## src/rtl/plate_spawner_if.sv

```systemverilog
// Bundles the spawner's control inputs and plate-pool outputs for the plate sprite stage.
// The master side is the spawner; the slave side is its consumer.
interface plate_spawner_if #(
  parameter int N_PLATES = 8,
  parameter int CW       = 20
);
  logic                   replay;
  logic                   frame;
  logic [CW-1:0]          screen_height;
  logic [N_PLATES*CW-1:0] plate_x_flat;
  logic [N_PLATES*CW-1:0] plate_y_flat;
  logic [CW-1:0]          top_y;
  logic                   busy;
  logic                   respawn;
  logic [3:0]             respawn_idx;

  modport master (
    input  replay, frame, screen_height,
    output plate_x_flat, plate_y_flat, top_y, busy, respawn, respawn_idx
  );

  modport slave (
    output replay, frame, screen_height,
    input  plate_x_flat, plate_y_flat, top_y, busy, respawn, respawn_idx
  );
endinterface

```

## src/rtl/plate_spawner.sv

```systemverilog
// Owns the plate pool: builds the initial layout, then once per frame recycles off-screen plates above the top.
// INIT and SCAN each take N_PLATES cycles, one slot per cycle; there is no backpressure and a frame seen while busy is dropped.
module plate_spawner #(
  parameter int          N_PLATES     = 8,
  parameter int          CW           = 20,
  parameter int          PLATE_HEIGHT = 16,
  parameter int          X_RANGE      = 576,
  parameter int          BASE_Y       = 20,
  parameter int          INIT_GAP     = 60,
  parameter int          GAP_MIN      = 40,
  parameter int          GAP_BITS     = 5,
  parameter logic [15:0] LFSR_SEED    = 16'hACE1
) (
  input  logic           clk,
  input  logic           i_rst_n,
  plate_spawner_if.master bus
);

  localparam int         IW       = (N_PLATES > 1) ? $clog2(N_PLATES) : 1;
  localparam logic [3:0] LAST_IDX = 4'(N_PLATES - 1);

  typedef enum logic [1:0] {
    ST_INIT,
    ST_IDLE,
    ST_SCAN
  } state_t;

  state_t        state_q, state_d;
  logic [3:0]    idx_q, idx_d;
  logic [15:0]   lfsr_q, lfsr_d;
  logic [CW-1:0] x_q [N_PLATES];
  logic [CW-1:0] x_d [N_PLATES];
  logic [CW-1:0] y_q [N_PLATES];
  logic [CW-1:0] y_d [N_PLATES];
  logic [CW-1:0] top_y_q, top_y_d;
  logic [CW-1:0] sh_q, sh_d;
  logic          respawn_q, respawn_d;
  logic [3:0]    respawn_idx_q, respawn_idx_d;

  logic [IW-1:0] sel;
  logic [9:0]    r_lo;
  logic [9:0]    xr_lo;
  logic [CW-1:0] xr;
  logic [CW-1:0] gap;
  logic [CW-1:0] init_y;
  logic [CW-1:0] new_top;
  logic          off_screen;
  logic          last;
  logic          lfsr_fb;

  assign sel = idx_q[IW-1:0];

  // Random x folds the 10-bit LFSR slice into 0..X_RANGE-1 with a single subtract.
  always_comb begin
    r_lo       = lfsr_q[9:0];
    xr_lo      = (r_lo < 10'(X_RANGE)) ? r_lo : r_lo - 10'(X_RANGE);
    xr         = CW'(xr_lo);
    gap        = CW'(GAP_MIN) + CW'(lfsr_q[15 -: GAP_BITS]);
    init_y     = CW'(BASE_Y) + CW'(INIT_GAP) * CW'(idx_q);
    new_top    = top_y_q + gap;
    off_screen = ({1'b0, y_q[sel]} + (CW+1)'(PLATE_HEIGHT)) < {1'b0, sh_q};
    last       = (idx_q == LAST_IDX);
    lfsr_fb    = lfsr_q[15] ^ lfsr_q[13] ^ lfsr_q[12] ^ lfsr_q[10];
  end

  always_comb begin
    state_d       = state_q;
    idx_d         = idx_q;
    lfsr_d        = (state_q != ST_IDLE) ? {lfsr_q[14:0], lfsr_fb} : lfsr_q;
    x_d           = x_q;
    y_d           = y_q;
    top_y_d       = top_y_q;
    sh_d          = sh_q;
    respawn_d     = 1'b0;
    respawn_idx_d = respawn_idx_q;

    if (bus.replay) begin
      lfsr_d  = LFSR_SEED;
      idx_d   = '0;
      state_d = ST_INIT;
    end else begin
      case (state_q)
        ST_INIT: begin
          x_d[sel] = xr;
          y_d[sel] = init_y;
          if (last) begin
            top_y_d = init_y;
            idx_d   = '0;
            state_d = ST_IDLE;
          end else begin
            idx_d = idx_q + 4'd1;
          end
        end
        ST_IDLE: begin
          if (bus.frame) begin
            idx_d   = '0;
            sh_d    = bus.screen_height;
            state_d = ST_SCAN;
          end
        end
        ST_SCAN: begin
          // Chained recycles stack on the freshly updated top, keeping heights increasing.
          if (off_screen) begin
            x_d[sel]      = xr;
            y_d[sel]      = new_top;
            top_y_d       = new_top;
            respawn_d     = 1'b1;
            respawn_idx_d = idx_q;
          end
          if (last) begin
            idx_d   = '0;
            state_d = ST_IDLE;
          end else begin
            idx_d = idx_q + 4'd1;
          end
        end
        default: begin
          idx_d   = '0;
          state_d = ST_INIT;
        end
      endcase
    end
  end

  always_ff @(posedge clk or negedge i_rst_n) begin
    if (!i_rst_n) begin
      state_q <= ST_INIT;
      idx_q   <= '0;
      lfsr_q  <= LFSR_SEED;
      for (int i = 0; i < N_PLATES; i++) begin
        x_q[i] <= '0;
        y_q[i] <= '0;
      end
      top_y_q       <= '0;
      sh_q          <= '0;
      respawn_q     <= 1'b0;
      respawn_idx_q <= '0;
    end else begin
      state_q       <= state_d;
      idx_q         <= idx_d;
      lfsr_q        <= lfsr_d;
      x_q           <= x_d;
      y_q           <= y_d;
      top_y_q       <= top_y_d;
      sh_q          <= sh_d;
      respawn_q     <= respawn_d;
      respawn_idx_q <= respawn_idx_d;
    end
  end

  for (genvar g = 0; g < N_PLATES; g++) begin : g_flat
    assign bus.plate_x_flat[g*CW +: CW] = x_q[g];
    assign bus.plate_y_flat[g*CW +: CW] = y_q[g];
  end

  assign bus.top_y       = top_y_q;
  assign bus.busy        = (state_q != ST_IDLE);
  assign bus.respawn     = respawn_q;
  assign bus.respawn_idx = respawn_idx_q;

endmodule

```

## src/flat_wrapper.sv

```systemverilog
// flat-port wrapper written by rule: the top's interface ports become plain ports
module plate_spawner_flat 
#(
  parameter int          N_PLATES     = 8,
  parameter int          CW           = 20,
  parameter int          PLATE_HEIGHT = 16,
  parameter int          X_RANGE      = 576,
  parameter int          BASE_Y       = 20,
  parameter int          INIT_GAP     = 60,
  parameter int          GAP_MIN      = 40,
  parameter int          GAP_BITS     = 5,
  parameter logic [15:0] LFSR_SEED    = 16'hACE1
)
  (clk, i_rst_n, bus_replay, bus_frame, bus_screen_height, bus_plate_x_flat, bus_plate_y_flat, bus_top_y, bus_busy, bus_respawn, bus_respawn_idx);
  plate_spawner_if #(.N_PLATES(N_PLATES), .CW(CW)) bus_i ();
  input  logic clk;
  input  logic i_rst_n;
  input wire logic [$bits(bus_i.replay)-1:0] bus_replay;
  input wire logic [$bits(bus_i.frame)-1:0] bus_frame;
  input wire logic [$bits(bus_i.screen_height)-1:0] bus_screen_height;
  output wire logic [$bits(bus_i.plate_x_flat)-1:0] bus_plate_x_flat;
  output wire logic [$bits(bus_i.plate_y_flat)-1:0] bus_plate_y_flat;
  output wire logic [$bits(bus_i.top_y)-1:0] bus_top_y;
  output wire logic [$bits(bus_i.busy)-1:0] bus_busy;
  output wire logic [$bits(bus_i.respawn)-1:0] bus_respawn;
  output wire logic [$bits(bus_i.respawn_idx)-1:0] bus_respawn_idx;
  assign bus_i.replay = bus_replay;
  assign bus_i.frame = bus_frame;
  assign bus_i.screen_height = bus_screen_height;
  assign bus_plate_x_flat = bus_i.plate_x_flat;
  assign bus_plate_y_flat = bus_i.plate_y_flat;
  assign bus_top_y = bus_i.top_y;
  assign bus_busy = bus_i.busy;
  assign bus_respawn = bus_i.respawn;
  assign bus_respawn_idx = bus_i.respawn_idx;
  plate_spawner #(.N_PLATES(N_PLATES), .CW(CW), .PLATE_HEIGHT(PLATE_HEIGHT), .X_RANGE(X_RANGE), .BASE_Y(BASE_Y), .INIT_GAP(INIT_GAP), .GAP_MIN(GAP_MIN), .GAP_BITS(GAP_BITS), .LFSR_SEED(LFSR_SEED)) u_core (.clk(clk), .i_rst_n(i_rst_n), .bus(bus_i));
endmodule
```

## config.mk

```make
export PLATFORM = sky130hd
export DESIGN_NAME = plate_spawner_flat
export DESIGN_NICKNAME = d
export VERILOG_FILES = /design/src/rtl/plate_spawner_if.sv /design/src/rtl/plate_spawner.sv /design/src/flat_wrapper.sv
export SDC_FILE = /design/constraint.sdc
export NUM_CORES = 1
export LEC_CHECK = 0
export ABC_CLOCK_PERIOD_IN_PS = 6500
export BUFFER_PORTS_ARGS = -buffer_cell sky130_fd_sc_hd__buf_2
export CORE_MARGIN = 2
export CORE_UTILIZATION = 50
export CTS_BUF_LIST = sky130_fd_sc_hd__clkbuf_2
export DETAILED_ROUTE_END_ITERATION = 6
export PLACE_DENSITY = 0.75
export SLEW_MARGIN = 0
export SYNTH_ARGS = -nofsm -noshare
export SYNTH_HDL_FRONTEND = slang
export SYNTH_SLANG_ARGS = --single-unit
```

## constraint.sdc

```tcl
create_clock -name clk -period 6.5 [get_ports clk]
set_input_delay 1.3 -clock clk [delete_from_list [all_inputs] [get_ports clk]]
set_output_delay 1.3 -clock clk [all_outputs]
set_load 0.02 [all_outputs]
```

==> qor.txt <==
Worst-path clk slew -> 0.12 ns
CTS Hold Buffers Added -> 0
root buf cell -> clkbuf_2
cells along the critical path -> buf_4, mux4_2, mux2i_1, and4bb_2, inv_1, nor2_1, xnor2_1, ha_1, nand4_1, nor3_1, nor4b_4, nor3_1, a21oi_4, buf_4, mux2_2
# DRC -> 0
area delta synth->final -> 14.40%
type of the worst setup path -> flip-flop to flip-flop
Setup Buffers After CTS -> 0
headroom to the max-slew limit -> 31.90%
R2R Setup Slk -> 0.80 ns
# setup viols final -> 0
Post-Place Setup Slack -> 0.8179 ns
crit path max fanout -> 23
Rows -> 64
RSZ-0062 raised after global routing -> false
CTS tree -> built
Nets -> 1634
Seq pwr share -> 46.0%
share of cells above drive strength 1 -> 40.76%
Combinational Power Share -> 29.0%
#FFs+latches synth -> 307
Mapped Cells -> 1232
R2R depth -> 15
filler instances -> 2578
DP HPWL -> 29.53 mm
wire length of the first global-routing pass -> 64.83 mm
antenna viol nets, final -> 0
yosys warns -> 0
Clk Latency, worst-skew pair -> 0.89 ns
synthesized-area fraction occupied by adder cells -> 4.268%
worst slew pin tran -> 1.022 ns
Cell Area, Synth -> 15540 um2
Total GRT Usage -> 25.68%
router iterations before antenna repair -> 5
CP Launch Type -> flip-flop
Yosys top cell by area -> dfrtp_1
number of placed instances, taps included -> 1874
die footprint -> 32500 um2
XOR/XNOR Fraction of Synth Area -> 2.311%
Netlist cell types -> 66
Leak Pwr -> 9.449 nW
top-count cell post-synth -> dfrtp_1
Hold Crit Class -> input port to asynchronous set/reset pin
Core ar. -> 30590 um2
clock skew -> 0.1063 ns
total congestion overflow -> 0
Synth area leaders -> dfrtp_1, mux2_2, mux2_1
Die X -> 180.3 um
largest family of logic cells by synthesized area -> multiplexers
Max Fclk -> 175.6 MHz
port buffer count -> 289
largest net degree at the start of global routing -> 130
TritonCTS buffer count -> 80
crit path DAT -> 6.40 ns
CTS Buffer Depth -> 3
Reg2Reg Launch Point -> u_core.idx_q[1]$_DFFE_PN0P_
minimum clock period -> 5.696 ns
critical path required time -> 7.20 ns
delay of the slowest critical-path stage -> 0.85 ns
critical path's slowest cell -> dfrtp_2
Vias -> 11120
post-synthesis mux area share -> 25.57%
simple-gate share of the synthesized area -> 6.482%
Clock Sinks -> 307
max-slew violation count -> 0
Sw Pwr -> 1.953 mW
fraction of registers with async set/reset -> 100.0%
RD Place Congestion -> 0.8522
final hold violations -> 0
sequential fraction of the synthesis area -> 49.50%
commonest cells in the netlist -> dfrtp_1, mux2_2, mux2_1
1st-iter DRT viols -> 755
Post-Route Setup TNS -> 0 ns
P_int -> 3.278 mW
H-tree levels -> 3
Final Cycle Share -> 87.63%
initial antenna violation count -> 2
final non-filler cell total -> 2009
Setup crit end kind -> flip-flop
cts repair resizes -> 0
Clock power frac -> 25.0%
Die Span Y -> 180.3 um
DR vias/cell -> 5.533
Top FF cell, synth -> dfrtp_1
worst r2r dst -> u_core.bus.plate_x_flat[28]$_DFFE_PN0P_
VDD IR max -> 185.0 uV
Post-synth EDFFs -> 0
max cap viols -> 0
Avg Cell Area, Syn -> 12.61 um2
fin worst setup slack -> 0.8037 ns
Avg WL per Cell -> 20.88 um
# IOs -> 370
Initial Util -> 50.80%
Switching Share -> 37.33%
compound-gate portion of the synthesized area -> 4.791%
vias in the first global route -> 11150
share of the synthesized area in the top cell type -> 48.15%
status -> complete, no violations
pwr dens -> 294.2 nW/um2
WL final -> 41.96 mm
==> area by class of cell <==
| type | instances | area, um2 | share of cell area, % |
|---|---|---|---|
| Clock buffer | 113 | 565.5 | 3.182 |
| Antenna cell | 1 | 2.502 | 0.01408 |
| Tap cell | 396 | 495.5 | 2.787 |
| Inverter | 37 | 138.9 | 0.7813 |
| Sequential cell | 307 | 7696 | 43.30 |
| Clock inverter | 21 | 128.9 | 0.7250 |
| Timing Repair Buffer | 309 | 1632 | 9.179 |
| Multi-Input combinational cell | 825 | 7117 | 40.04 |
==> metrics by stage <==
step / instance area, um2 / util [%] / total power, mW / hold WS (ns)
3_5_place_dp: 17080 / 55.83 / 3.956 / 0.4695
2_1_floorplan: 15840 / - / 3.413 / 0.4722
3_3_place_gp: 17080 / 55.83 / 3.917 / 0.4653
4_1_cts: 17770 / 58.10 / 5.271 / 0.4565
6_report: 17780 / 58.11 / 5.230 / 0.4810
5_1_grt: 17780 / 58.11 / 5.523 / 0.5007
==> how the worst max path moves through the flow <==
stage	from	cells past startpoint	to
after CTS	u_core.idx_q[0]$_DFFE_PN0P_	15	u_core.bus.plate_x_flat[28]$_DFFE_PN0P_
after detailed placement	u_core.idx_q[0]$_DFFE_PN0P_	15	u_core.bus.plate_y_flat[157]$_DFFE_PN0P_
after global routing	u_core.idx_q[0]$_DFFE_PN0P_	15	u_core.bus.plate_y_flat[156]$_DFFE_PN0P_
after floorplan	u_core.idx_q[0]$_DFFE_PN0P_	16	u_core.bus.plate_y_flat[123]$_DFFE_PN0P_
final	u_core.idx_q[1]$_DFFE_PN0P_	15	u_core.bus.plate_x_flat[28]$_DFFE_PN0P_
after global placement	u_core.idx_q[0]$_DFFE_PN0P_	15	u_core.bus.plate_y_flat[147]$_DFFE_PN0P_
==> worst max-delay path, delay by kind of cell, from the launching register on <==
family,cells,cell delay (ns)
AOI/OAI and AO/OA,1,0.65
xor gates and xnor gates,1,0.13
adders and majority gates,1,0.31
buffers and inverters,3,0.85
DFF,1,0.85
muxes,3,1.30
and+or+nand+nor,6,1.44
==> routing by layer <==
| layer | part of all wire [%] | GRT usage (%) | wire length (um) | vias up |
|---|---|---|---|---|
| met3 | 7.1 | 6.063 | 2993 | 70 |
| met5 | 0.031 | 0 | 13 | - |
| met2 | 48 | 41.45 | 20210 | 506 |
| met4 | 2.6 | 9.226 | 1110 | 2 |
| met1 | 42 | 34.09 | 17630 | 5638 |
| li1 | - | - | - | 4900 |
==> power groups by stage <==
stage | sequential (mW) | combinational [mW] | clock [mW]
2_1_floorplan | 2.69 | 0.721 | 0
3_3_place_gp | 2.43 | 1.48 | 0
3_5_place_dp | 2.44 | 1.52 | 0
4_1_cts | 2.40 | 1.52 | 1.35
5_1_grt | 2.44 | 1.62 | 1.46
6_report | 2.40 | 1.52 | 1.31
==> logic make-up (layout without fill, tap and decap cells) <==
group / count (synthesis) / in the layout
adder cells (fa/ha/maj): 50 / 50
other: 1 / 81
buffers and inverters: 179 / 480
flip-flops: 307 / 307
AO/OA/AOI/OAI: 120 / 120
AND/OR/NAND/NOR: 213 / 213
XOR/XNOR: 41 / 41
multiplexers: 321 / 321
==> flip-flops by register name, indices dropped and copies added (netlist names) <==
name and flops:
u_core.bus.respawn 1, u_core.bus.top_y 20, u_core.state_q 2, u_core.sh_q 20, u_core.bus.plate_y_flat 160, u_core.idx_q 4
u_core.bus.respawn_idx 4, u_core.bus.plate_x_flat 80, u_core.lfsr_q 16
==> cells in the final DEF, fill, tap and decap left out, types with 8 or more instances in the layout <==
master,instances
mux2_1,107
inv_1,35
a21oi_1,25
nand2_1,87
clkbuf_2,113
mux2_2,158
xor2_1,13
buf_2,288
xnor2_1,28
conb_1,80
o21ai_0,43
buf_4,18
mux2i_1,21
dfrtp_1,296
nor3_1,17
nand3_1,16
ha_1,45
mux4_2,34
dfstp_2,8
clkinv_1,12
nor2_1,47
No activity file was read; power rests on OpenSTA's default activity.
